<file path="config.mk">
export PLATFORM = sky130hd
export DESIGN_NAME = alu32_flat
export DESIGN_NICKNAME = d
export VERILOG_FILES = /design/src/rtl/alu_pkg.sv /design/src/rtl/alu32_if.sv /design/src/rtl/alu32_comb.sv /design/src/rtl/alu32.sv /design/src/flat_wrapper.sv
export SDC_FILE = /design/constraint.sdc
export NUM_CORES = 1
export LEC_CHECK = 0
export CORE_MARGIN = 2
export CORE_UTILIZATION = 54
export CTS_BUF_LIST = sky130_fd_sc_hd__clkbuf_8 sky130_fd_sc_hd__clkbuf_16
export CTS_CLUSTER_DIAMETER = 150
export DETAILED_ROUTE_END_ITERATION = 8
export PLACE_DENSITY_LB_ADDON = 0.12
export RECOVER_POWER = 25
export SYNTH_ARGS = -nofsm -noshare
export SYNTH_HDL_FRONTEND = slang
export SYNTH_HIERARCHICAL = 1
export SYNTH_SLANG_ARGS = --single-unit
</file>
<file path="constraint.sdc">
create_clock -name clk -period 0.8 [get_ports clk]
set_input_delay 0.24 -clock clk [delete_from_list [all_inputs] [get_ports clk]]
set_output_delay 0.24 -clock clk [all_outputs]
set_load 0.01 [all_outputs]
</file>
<file path="src/rtl/alu_pkg.sv">
// -----------------------------------------------------------------------------
// alu_pkg
// Shared constants for the 32-bit execute-stage ALU: operand width, shift
// amount width and the 3-bit opcode encodings.
// -----------------------------------------------------------------------------
package alu_pkg;

    // Operand/result width; the datapath only supports 32 bits.
    localparam int WIDTH    = 32;
    // Shift/extract amount width (log2 of WIDTH).
    localparam int SHAMT_W  = 5;
    // Opcode field width.
    localparam int OP_W     = 3;

    localparam logic [OP_W-1:0] OP_ADD = 3'b000;
    localparam logic [OP_W-1:0] OP_SUB = 3'b001;
    localparam logic [OP_W-1:0] OP_AND = 3'b010;
    localparam logic [OP_W-1:0] OP_OR  = 3'b011;
    localparam logic [OP_W-1:0] OP_XOR = 3'b100;
    localparam logic [OP_W-1:0] OP_SLL = 3'b101;
    localparam logic [OP_W-1:0] OP_SRA = 3'b110;
    localparam logic [OP_W-1:0] OP_EXT = 3'b111;

endpackage : alu_pkg

</file>
<file path="src/rtl/alu32_if.sv">
// -----------------------------------------------------------------------------
// alu32_if
// Operand/result bundle between the execute-stage issue logic and alu32.
//   in_valid  : operands/opcode valid this cycle
//   x, y      : operands A and B
//   z         : shift amount / extract field width
//   operation : opcode (see alu_pkg)
//   result    : registered result
//   overflow  : registered signed overflow flag
//   out_valid : result/overflow hold a new value this cycle
// master = issuing side, slave = alu32.
// -----------------------------------------------------------------------------
interface alu32_if;
    import alu_pkg::*;

    logic                 in_valid;
    logic [WIDTH-1:0]     x;
    logic [WIDTH-1:0]     y;
    logic [SHAMT_W-1:0]   z;
    logic [OP_W-1:0]      operation;
    logic [WIDTH-1:0]     result;
    logic                 overflow;
    logic                 out_valid;

    modport master (
        output in_valid, x, y, z, operation,
        input  result, overflow, out_valid
    );

    modport slave (
        input  in_valid, x, y, z, operation,
        output result, overflow, out_valid
    );

endinterface : alu32_if

</file>
<file path="src/rtl/alu32_comb.sv">
// -----------------------------------------------------------------------------
// alu32_comb
// Purely combinational ALU core: add/sub with signed overflow, bitwise logic,
// logical left shift, arithmetic right shift and low-field extract.
//   x, y      : operands
//   z         : shift amount / extract width (ignored by ADD..XOR)
//   operation : opcode
//   result_s  : computed result
//   overflow_s: signed overflow (ADD/SUB only, 0 otherwise)
// -----------------------------------------------------------------------------
module alu32_comb
    import alu_pkg::*;
(
    input  logic [WIDTH-1:0]   x,
    input  logic [WIDTH-1:0]   y,
    input  logic [SHAMT_W-1:0] z,
    input  logic [OP_W-1:0]    operation,
    output logic [WIDTH-1:0]   result_s,
    output logic               overflow_s
);

    logic [WIDTH-1:0] sum_s;
    logic [WIDTH-1:0] diff_s;
    logic [WIDTH-1:0] sll_s;
    logic [WIDTH-1:0] sra_s;
    logic [WIDTH-1:0] ext_mask_s;

    // Carry out of the adder is intentionally dropped (mod 2^32).
    assign sum_s  = x + y;
    assign diff_s = x - y;
    assign sll_s  = x << z;
    assign sra_s  = $unsigned($signed(x) >>> z);
    // z ranges 0..31, so 1<<z never overflows; z=0 gives an all-zero mask.
    assign ext_mask_s = (32'h0000_0001 << z) - 32'h0000_0001;

    // Opcode select of result and signed overflow flag.
    always_comb begin
        result_s   = {WIDTH{1'b0}};
        overflow_s = 1'b0;
        case (operation)
            OP_ADD: begin
                result_s   = sum_s;
                // Same-sign operands producing a different-sign sum.
                overflow_s = (x[WIDTH-1] == y[WIDTH-1]) && (sum_s[WIDTH-1] != x[WIDTH-1]);
            end
            OP_SUB: begin
                result_s   = diff_s;
                // Opposite-sign operands where the difference flips away from x.
                overflow_s = (x[WIDTH-1] != y[WIDTH-1]) && (diff_s[WIDTH-1] != x[WIDTH-1]);
            end
            OP_AND: begin
                result_s   = x & y;
                overflow_s = 1'b0;
            end
            OP_OR: begin
                result_s   = x | y;
                overflow_s = 1'b0;
            end
            OP_XOR: begin
                result_s   = x ^ y;
                overflow_s = 1'b0;
            end
            OP_SLL: begin
                result_s   = sll_s;
                overflow_s = 1'b0;
            end
            OP_SRA: begin
                result_s   = sra_s;
                overflow_s = 1'b0;
            end
            OP_EXT: begin
                result_s   = x & ext_mask_s;
                overflow_s = 1'b0;
            end
            default: begin
                result_s   = {WIDTH{1'b0}};
                overflow_s = 1'b0;
            end
        endcase
    end

endmodule : alu32_comb

</file>
<file path="src/rtl/alu32.sv">
// -----------------------------------------------------------------------------
// alu32
// Execute-stage 32-bit ALU with one-cycle latency. Wraps alu32_comb with the
// result/overflow/valid output registers.
//   clk   : rising-edge clock
//   rst_n : asynchronous active-low reset (clears all outputs)
//   bus   : alu32_if.slave operand/result bundle
// Result and overflow are loaded only when in_valid is high and otherwise hold;
// out_valid is a one-cycle echo of in_valid.
// -----------------------------------------------------------------------------
module alu32
    import alu_pkg::*;
(
    input  logic       clk,
    input  logic       rst_n,
    alu32_if.slave     bus
);

    logic [WIDTH-1:0] result_s;
    logic             overflow_s;
    logic [WIDTH-1:0] result_r;
    logic             overflow_r;
    logic             out_valid_r;

    alu32_comb u_comb (
        .x          (bus.x),
        .y          (bus.y),
        .z          (bus.z),
        .operation  (bus.operation),
        .result_s   (result_s),
        .overflow_s (overflow_s)
    );

    // Output registers: capture on in_valid, hold otherwise; reset clears all.
    always_ff @(posedge clk or negedge rst_n) begin
        if (!rst_n) begin
            result_r    <= {WIDTH{1'b0}};
            overflow_r  <= 1'b0;
            out_valid_r <= 1'b0;
        end else begin
            out_valid_r <= bus.in_valid;
            if (bus.in_valid) begin
                result_r   <= result_s;
                overflow_r <= overflow_s;
            end else begin
                result_r   <= result_r;
                overflow_r <= overflow_r;
            end
        end
    end

    assign bus.result    = result_r;
    assign bus.overflow  = overflow_r;
    assign bus.out_valid = out_valid_r;

endmodule : alu32

</file>
<file path="src/flat_wrapper.sv">
// flat-port wrapper written by rule: the top's interface ports become plain ports
module alu32_flat import alu_pkg::*;
  (clk, rst_n, bus_in_valid, bus_x, bus_y, bus_z, bus_operation, bus_result, bus_overflow, bus_out_valid);
  alu32_if bus_i ();
  input  logic clk;
  input  logic rst_n;
  input wire logic [$bits(bus_i.in_valid)-1:0] bus_in_valid;
  input wire logic [$bits(bus_i.x)-1:0] bus_x;
  input wire logic [$bits(bus_i.y)-1:0] bus_y;
  input wire logic [$bits(bus_i.z)-1:0] bus_z;
  input wire logic [$bits(bus_i.operation)-1:0] bus_operation;
  output wire logic [$bits(bus_i.result)-1:0] bus_result;
  output wire logic [$bits(bus_i.overflow)-1:0] bus_overflow;
  output wire logic [$bits(bus_i.out_valid)-1:0] bus_out_valid;
  assign bus_i.in_valid = bus_in_valid;
  assign bus_i.x = bus_x;
  assign bus_i.y = bus_y;
  assign bus_i.z = bus_z;
  assign bus_i.operation = bus_operation;
  assign bus_result = bus_i.result;
  assign bus_overflow = bus_i.overflow;
  assign bus_out_valid = bus_i.out_valid;
  alu32 u_core (.clk(clk), .rst_n(rst_n), .bus(bus_i));
endmodule
</file>
==> insert_results.sql, run 1 <==
INSERT INTO impl_metrics (metric_group, metric, value, unit) VALUES
('global_routing', 'pin_count_of_the_biggest_net_entering_global_routing', '42', ''),
('synth', 'synth-seq-area-share', '8.136', '%'),
('synth', 'syn_inst', '1366', ''),
('synth', 'postSynth.topFlopCell', 'dfrtp_1', ''),
('run_status', 'firstError', '[ERROR GRT-0116] Global routing finished with congestion. Check the congestion regions in the DRC Viewer.', ''),
('floorplanning', 'initial_utilization', '55.53', '%'),
('synth', 'ys_async_rst_share', '100.0', '%'),
('synth', 'syn_area_per_cell', '7.656', 'um2'),
('place', 'gp_congestion', '1.249', ''),
('floorplanning', 'pin_count', '109', ''),
('run_status', 'status', 'aborted with a tool error', ''),
('floorplanning', 'die_outline_width', '143.2', 'um'),
('synth', 'synth.net_count', '1538', ''),
('global_routing', 'number_of_global_route_vias_before_repair', '20350', ''),
('global_routing', 'grt_pass1_wl', '126500', 'um'),
('synth', 'number_of_synthesized_flops_with_an_enable_pin', '0', ''),
('synth', 'ys_ff_latch', '34', ''),
('clock_tree', 'cts.htree.levels', '2', ''),
('synth', 'synth.lib_cells_used.distinct', '88', ''),
('place', 'io_buffers', '108', ''),
('global_routing', 'globalRoute.totalOverflow', '143', ''),
('clock_tree', 'cell_chosen_for_the_clock_root', 'clkbuf_16', ''),
('synth', 'syn_area', '10460', 'um2'),
('floorplanning', 'num_rows', '50', ''),
('global_routing', 'grt_use_total', '81.29', '%'),
('place', 'detailed_place.area', '15550', 'um2'),
('run_status', 'flow.stopped_at', 'global routing', ''),
('place', 'place_inst', '2120', ''),
('place', 'detailedPlacementHpwl', '42120', 'um'),
('clock_tree', 'sinks_on_clock_net', '34', ''),
('floorplanning', 'fp.dieH', '143.2', 'um'),
('clock_tree', 'clockBufferDepth', '2', ''),
('clock_tree', 'cts-buffers-inserted', '5', ''),
('synth', 'synth-warning-count', '6', '');
[repair_timing]
action	in CTS
resized for setup	766
pin swaps	179
cloned	3
endpoints found under the hold margin	34
endpoints found under the setup margin	67
setup buffers	123
hold buffers	1
[synth_stat cells, types with 20 or more instances]
library cell  count  share of area [%]
o22ai_1          20                1.2
mux2i_1          35                3.4
ha_1             95                 11
a21o_1           20                1.4
a221oi_1         26                2.2
dfrtp_1          34                8.1
clkbuf_1         66                2.4
nand2_1          99                3.6
nor3_1           32                1.5
mux4_2           65                 14
mux2_4           30                4.3
o21ai_0          92                4.4
nand3_1          22                1.1
inv_1            97                3.5
nor2_1          169                6.1
o211ai_1         20                1.4
a21oi_1         119                5.7
[metrics by stage]
step | setup slack (ns) | hold WS, ns
CTS | -2.163 | 0.2936
detailed placement | -3.137 | 0.2285
floorplan | -2.126 | -0.05559
global placement | -3.095 | 0.2239
[logic make-up after synthesis]
| family | count (synthesis) | synth area share [%] |
|---|---|---|
| muxes | 134 | 22.09 |
| and+or+nand+nor | 400 | 17.11 |
| xor gates and xnor gates | 6 | 0.5025 |
| adders and majority gates | 97 | 11.75 |
| buffers and inverters | 214 | 8.842 |
| AOI/OAI and AO/OA | 481 | 31.57 |
| DFF | 34 | 8.136 |
[metal layers]
layer  global-route usage (%)  GRT overflow
met3                    66.40             3
met4                    83.53            55
met5                    37.09             1
met1                    80.70             0
met2                    96.55            84
==> run 2, diff against run 1 <==
- CORE_UTILIZATION: 54 -> 40
- CTS_BUF_LIST: sky130_fd_sc_hd__clkbuf_8 sky130_fd_sc_hd__clkbuf_16 -> default
- CTS_CLUSTER_DIAMETER: 150 -> default
- PLACE_DENSITY_LB_ADDON: 0.12 -> 0.15
- clock period: 0.8 -> 1 ns (I/O delays scaled with it)
==> insert_results.sql, run 2 <==
INSERT INTO impl_metrics (metric_group, metric, value, unit) VALUES
('synth', 'ys_ff_latch', '34', ''),
('synth', 'netlist_top_cells_area', 'mux4_2, ha_1, dfrtp_1, nor2_1, a21oi_1', ''),
('synth', 'ys_async_rst_share', '100.0', '%'),
('timing', 'transition_time_at_the_pin_with_the_least_slew_margin', '0.8313', 'ns'),
('timing', 'hold_viol_final', '0', ''),
('clock_tree', 'cts.htree.levels', '2', ''),
('floorplanning', 'placeableCoreArea', '25840', 'um2'),
('power', 'static-leakage-power', '8.658', 'nW'),
('synth', 'synth.top_cell.area_share', '14.00', '%'),
('hold_path', 'hold_path_class', 'flop to flop', ''),
('final_layout', 'drive_gt1_share', '58.82', '%'),
('final_layout', 'layout_commonest_cell', 'buf_4', ''),
('floorplanning', 'initial_utilization', '40.47', '%'),
('power', 'proportion_of_power_drawn_by_combinational_gates', '78.4', '%'),
('critical_path', 'timing.setup.critical_path_class', 'input port to flop', ''),
('drt', 'drcViolationCount', '0', ''),
('timing', 'timing.final.max_slew_violations', '0', ''),
('drt', 'drt_iter0_drc', '1968', ''),
('power', 'power.clock.fraction', '10.0', '%'),
('global_routing', 'pin_count_of_the_biggest_net_entering_global_routing', '42', ''),
('critical_path', 'timing.critical_path.fanout_max', '4', ''),
('timing', 'fin_setup_tns', '-62.33', 'ns'),
('critical_path', 'element_type_at_the_critical_path_end', 'flop', ''),
('synth', 'syn_inst', '1366', ''),
('clock_tree', 'clk_transition_reported_paths', '0.06', 'ns'),
('place', 'gp_congestion', '1.076', ''),
('global_routing', 'groute.layer.met1.usage', '59.61', '%'),
('timing', 'setup_ws', '-2.128', 'ns'),
('critical_path', 'timing.critical_path.required', '1.18', 'ns'),
('clock_tree', 'cts-buffers-inserted', '5', ''),
('run', 'max-cap-violations', '0', ''),
('synth', 'syn_area', '10460', 'um2'),
('synth', 'yosys.area.top_type', 'mux4_2', ''),
('floorplanning', 'die_outline_width', '165.7', 'um'),
('clock_tree', 'worst_skew_pair.late_latency', '0.30', 'ns'),
('final_layout', 'final_cells', '2399', ''),
('final_layout', 'finish.net_count', '2236', ''),
('final_layout', 'mostFrequentLayoutCells', 'buf_4, nor2_1, buf_6', ''),
('synth', 'synth.lib_cells_used.distinct', '88', ''),
('floorplanning', 'die-area', '27450', 'um2'),
('power', 'cellPowerDensity', '831.2', 'nW/um2'),
('timing', 'final.period_utilization', '312.8', '%'),
('drt', 'num_vias', '15020', ''),
('floorplanning', 'fp.dieH', '165.7', 'um'),
('run_status', 'status', 'complete, but fails checks', ''),
('critical_path', 'startpoint_types', 'input port', ''),
('drt', 'drt-wirelength-per-cell', '25.41', 'um'),
('global_routing', 'grt-busiest-layer', 'met2', ''),
('synth', 'syn_area_per_cell', '7.656', 'um2'),
('synth', 'ys_top_cells_by_count', 'nor2_1, a21oi_1, nand2_1', ''),
('synth', 'synth.net_count', '1538', ''),
('floorplanning', 'num_rows', '59', ''),
('clock_tree', 'cell_chosen_for_the_clock_root', 'clkbuf_16', ''),
('clock_tree', 'tritoncts', 'done', ''),
('global_routing', 'antenna_found_initial', '0', ''),
('power', 'power_dissipated_by_switching_net_loads', '6.950', 'mW'),
('synth', 'synth-warning-count', '6', ''),
('place', 'place_inst', '2258', ''),
('synth', 'number_of_synthesized_flops_with_an_enable_pin', '0', ''),
('place', 'detailedPlacementHpwl', '46950', 'um'),
('critical_path', 'crit_arrival', '3.30', 'ns'),
('synth', 'synth-seq-area-share', '8.136', '%'),
('synth', 'postSynth.topFlopCell', 'dfrtp_1', ''),
('place', 'io_buffers', '108', ''),
('power', 'irDropWorstVdd', '0.0007485', 'V'),
('clock_tree', 'clockBufferDepth', '2', ''),
('final_layout', 'finalCoreUtilization', '73.82', '%'),
('global_routing', 'grt.met3_usage', '8.053', '%'),
('drt', 'routed_via_density', '6.262', ''),
('power', 'power.switching_fraction', '43.84', '%'),
('timing', 'report.final.setup_viol', '67', ''),
('global_routing', 'globalRoute.totalOverflow', '0', ''),
('power', 'p_int', '8.904', 'mW'),
('global_routing', 'grt_use_total', '41.96', '%'),
('drt', 'firstDrtPassIters', '6', ''),
('drt', 'antenna_nets_post_route', '0', ''),
('timing', 'layout_min_cycle_time', '3.128', 'ns'),
('global_routing', 'grt_pass1_wl', '88640', 'um'),
('timing', 'timing.fmax', '319.7', 'MHz'),
('run_status', 'failed_checks', 'negative setup slack', ''),
('power', 'share_seq_of_total_power', '11.6', '%'),
('drt', 'wl', '60950', 'um'),
('final_layout', 'area_delta_synth_final', '82.38', '%'),
('timing', 'rsz0062_at_grt', 'yes', ''),
('global_routing', 'number_of_global_route_vias_before_repair', '14580', ''),
('floorplanning', 'pin_count', '109', ''),
('synth', 'synth_most_common_cell', 'nor2_1', ''),
('global_routing', 'grt_use_met2', '63.67', '%'),
('final_layout', 'largest_register_ffs', '32', ''),
('final_layout', 'n_antenna_cell', '0', ''),
('clock_tree', 'sinks_on_clock_net', '34', ''),
('timing', 'timing.clock.skew', '0', 'ns'),
('timing', 'timing.slew.headroom', '44.00', '%');
-- run 2: cell counts after synthesis --
No cell type changed its count.
-- run 2: logic make-up after synthesis --
logic type               count (synthesis)  share of synthesized area [%]
flip-flops                              34                          8.136
buffers and inverters                  214                          8.842
AO/OA/AOI/OAI                          481                          31.57
AND/OR/NAND/NOR                        400                          17.11
XOR/XNOR                                 6                         0.5025
adder cells (fa/ha/maj)                 97                          11.75
multiplexers                           134                          22.09
-- run 2: routing by layer --
metal  vias up  part of all wire, %
met5         -                    0
met4         0                  4.4
met3       196                   11
met2      1072                   43
met1      7208                   41
li1       6546                    -
-- run 2: final timing paths --
kind	cells past startpoint	from	slack, ns	to
max in group asynchronous	3	rst_n	0.14	u_core/bus.result[26]
min reg2reg	1	u_core/bus.result[9]	0.52	u_core/bus.result[9]
min	1	u_core/bus.result[9]	0.52	u_core/bus.result[9]
max reg2reg	3	u_core/bus.result[11]	-0.06	u_core/bus.result[11]
min in group asynchronous	3	rst_n	0.58	u_core/bus.result[4]
max	16	bus_x[0]	-2.13	u_core/bus.result[22]
-- run 2: final cells by class --
type | count | area, um2
well taps | 335 | 419.2
inverters | 103 | 434.2
clock inverters | 2 | 10.01
repair buffers | 802 | 6558
fillers | 1951 | 6765
clock buffers | 5 | 125.1
flip-flops and latches | 34 | 850.8
multi-input cells | 1118 | 10680
-- run 2: what timing repair did --
action                                  CTS  global route
hold buffers                              1             0
setup buffers                           110            45
gates cloned                              1             0
hold endpoints to repair                 34             0
pin swaps                               158            96
endpoints found under the setup margin   67            67
gates resized for setup                 686           138
-- run 2: worst max-delay path: stages --
cell,delay [ns]
buf_6,0.07
buf_6,0.11
inv_12,0.03
ha_4,0.15
fa_2,0.37
nor2_4,0.16
o311ai_4,0.13
a211oi_4,0.35
a221oi_4,0.13
o41ai_4,0.22
buf_4,0.20
a211oi_4,0.08
a221o_1,0.32
o21ai_2,0.09
nand4_1,0.24
mux2_4,0.33
-- run 2: metrics by stage --
stage / area, um2 / total power [mW] / hold slack, ns / worst slack (ns)
floorplan: 10990 / 6.504 / 0.004409 / -1.986
global placement: 16090 / 11.69 / 0.2821 / -3.008
detailed placement: 16090 / 11.77 / 0.2929 / -3.014
CTS: 18380 / 14.86 / 0.3725 / -2.155
global route: 19070 / 16.48 / 0.5353 / -2.178
finish: 19070 / 15.85 / 0.5237 / -2.128
-- run 2: power by group through the flow --
stage | Sequential, mW | Clock, mW | Combinational (mW)
global placement | 1.85 | 0 | 9.84
finish | 1.85 | 1.59 | 12.4
floorplan | 1.98 | 0 | 4.52
CTS | 1.84 | 1.63 | 11.4
detailed placement | 1.86 | 0 | 9.92
global route | 1.88 | 1.70 | 12.9
No activity file was read; power rests on OpenSTA's default activity.
==> run 3, diff against run 2 <==
- CTS_BUF_LIST: default -> sky130_fd_sc_hd__clkbuf_16
==> results of run 3 <==
No change in the layout: final DEF, timing and power equal those of run 2.
==> run 4, diff against run 3 <==
- CORE_UTILIZATION: 40 -> 25
==> insert_results.sql, run 4 (synthesized netlist as in run 2, its figures left out) <==
INSERT INTO impl_metrics (metric_group, metric, value, unit) VALUES
('place', 'detailed_place.area', '16360', 'um2'),
('place', 'place_inst', '2456', ''),
('timing', 'timing.fmax', '323.0', 'MHz'),
('clock_tree', 'sinks_on_clock_net', '34', ''),
('global_routing', 'grt_use_total', '28.06', '%'),
('final_layout', 'multiInputGateArea', '10680', 'um2'),
('critical_path', 'timing.critical_path.fanout_max', '3', ''),
('power', 'p_total', '15.85', 'mW'),
('drt', 'num_vias', '14230', ''),
('critical_path', 'critPathSlowestCell', 'o311ai_4', ''),
('drt', 'drt-wirelength-per-cell', '24.20', 'um'),
('final_layout', 'mostFrequentLayoutCells', 'buf_4, nor2_1, buf_6', ''),
('critical_path', 'timing.setup.critical_path_class', 'input port to flop', ''),
('final_layout', 'layout_commonest_cell', 'buf_4', ''),
('global_routing', 'pin_count_of_the_biggest_net_entering_global_routing', '51', ''),
('drt', 'antenna_nets_post_route', '0', ''),
('critical_path', 'crit_arrival', '3.29', 'ns'),
('critical_path', 'startpoint_types', 'input port', ''),
('global_routing', 'antenna_found_initial', '0', ''),
('final_layout', 'area_delta_synth_final', '85.93', '%'),
('timing', 'transition_time_at_the_pin_with_the_least_slew_margin', '0.6947', 'ns'),
('critical_path', 'element_type_at_the_critical_path_end', 'flop', ''),
('final_layout', 'finalCoreUtilization', '47.40', '%'),
('clock_tree', 'clockBufferDepth', '2', ''),
('timing', 'timing.clock.skew', '0', 'ns'),
('timing', 'hold_viol_final', '0', ''),
('floorplanning', 'die-area', '43480', 'um2'),
('critical_path', 'worstPathCellList', 'buf_6 -> buf_6 -> inv_12 -> ha_4 -> fa_2 -> nor2_4 -> o311ai_4 -> a211oi_4 -> a221oi_4 -> buf_6 -> o41ai_4 -> buf_4 -> buf_12 -> a311o_1 -> buf_6 -> a21oi_2 -> o311a_1 -> nand3_1 -> mux2_4', ''),
('timing', 'report.final.setup_viol', '67', ''),
('run_status', 'status', 'complete, but fails checks', ''),
('power', 'irDropWorstVdd', '0.0005976', 'V'),
('run_status', 'failed_checks', 'negative setup slack', ''),
('floorplanning', 'fp.dieH', '208.5', 'um'),
('global_routing', 'grt_pass1_wl', '91470', 'um'),
('timing', 'timing.slew.headroom', '52.36', '%'),
('final_layout', 'register_area', '850.8', 'um2'),
('critical_path', 'critPathMostFrequentCell', 'buf_6', ''),
('final_layout', 'layout.cell_area.non_filler', '19440', 'um2'),
('floorplanning', 'num_rows', '74', ''),
('place', 'place_ws', '-2.919', 'ns'),
('timing', 'setup_ws', '-2.096', 'ns'),
('timing', 'final.period_utilization', '309.6', '%'),
('floorplanning', 'initial_utilization', '25.50', '%'),
('final_layout', 'drive_gt1_share', '58.48', '%'),
('drt', 'firstDrtPassIters', '5', ''),
('place', 'gp_congestion', '0.9772', ''),
('timing', 'rsz0062_at_grt', 'yes', ''),
('place', 'detailedPlacementHpwl', '50210', 'um'),
('timing', 'fin_hold_ws', '0.1769', 'ns'),
('clock_tree', 'cts-buffers-inserted', '5', ''),
('clock_tree', 'cts.htree.levels', '2', ''),
('timing', 'fin_setup_tns', '-60.45', 'ns'),
('floorplanning', 'placeableCoreArea', '41020', 'um2'),
('hold_path', 'hold_path_class', 'input port to flop', ''),
('critical_path', 'cp_slowest_stage_delay', '0.32', 'ns'),
('drt', 'drt_iter0_drc', '1304', ''),
('timing', 'timing.final.max_slew_violations', '0', ''),
('power', 'cellPowerDensity', '815.4', 'nW/um2'),
('clock_tree', 'clk_transition_reported_paths', '0.06', 'ns'),
('floorplanning', 'pin_count', '109', ''),
('final_layout', 'fillCellCount', '4056', ''),
('run', 'max-cap-violations', '0', ''),
('final_layout', 'largest_register_ffs', '32', ''),
('clock_tree', 'tritoncts', 'done', ''),
('final_layout', 'finish.net_count', '2228', ''),
('place', 'io_buffers', '108', ''),
('critical_path', 'timing.critical_path.required', '1.20', 'ns'),
('clock_tree', 'cell_chosen_for_the_clock_root', 'clkbuf_16', ''),
('global_routing', 'globalRoute.totalOverflow', '0', ''),
('timing', 'layout_min_cycle_time', '3.096', 'ns'),
('global_routing', 'number_of_global_route_vias_before_repair', '14090', ''),
('final_layout', 'final_cells', '2591', ''),
('power', 'static-leakage-power', '8.696', 'nW'),
('drt', 'drcViolationCount', '0', ''),
('floorplanning', 'die_outline_width', '208.5', 'um'),
('drt', 'routed_via_density', '5.493', ''),
('drt', 'wl', '62700', 'um'),
('clock_tree', 'worst_skew_pair.late_latency', '0.31', 'ns');
[run 4: critical path: cells and delay by family]
kind	cells	cell delay, ns
muxes	1	0.26
and+or+nand+nor	2	0.12
adders and majority gates	2	0.35
buffers and inverters	7	0.84
AOI/OAI and AO/OA	7	1.38
[run 4: layout make-up]
type	instances	share of cell area, %
diodes	2	0.02574
inverters	103	2.265
multi-input cells	1118	54.94
clock buffers	5	0.6435
well taps	532	3.423
flip-flops and latches	34	4.376
clock inverters	3	0.06435
repair buffers	794	34.27
[run 4: report_power, final]
part	switching [mW]	internal, mW	leakage [nW]
combinational	5.99	6.31	8.21
sequential	0.198	1.67	0.409
clock	0.781	0.907	0.0724
total	6.97	8.88	8.70
[run 4: what timing repair did]
action	in CTS	in global routing
hold buffers	1	0
pin swaps	132	82
gates resized for setup	727	127
hold endpoints to repair	34	0
setup buffers	112	31
gates cloned	3	0
setup endpoints to repair	67	67
[run 4: worst paths after layout]
kind	start	endpoint	slack, ns	cells after the start
min reg2reg	u_core/bus.result[7]	u_core/bus.result[7]	0.52	1
max reg2reg	u_core/bus.result[18]	u_core/bus.result[18]	-0.09	4
max in group asynchronous	rst_n	u_core/bus.result[28]	0.17	3
min in group asynchronous	rst_n	u_core/bus.result[0]	0.50	3
max	bus_x[0]	u_core/bus.result[28]	-2.10	19
min	bus_in_valid	u_core/bus.out_valid	0.18	1
[run 4: routing by layer]
metal  wire, um  global-route usage [%]
met1      29630                   41.38
met2      28160                   44.08
met3       3789                   2.551
met4       1125                   6.177
met5          0                       0
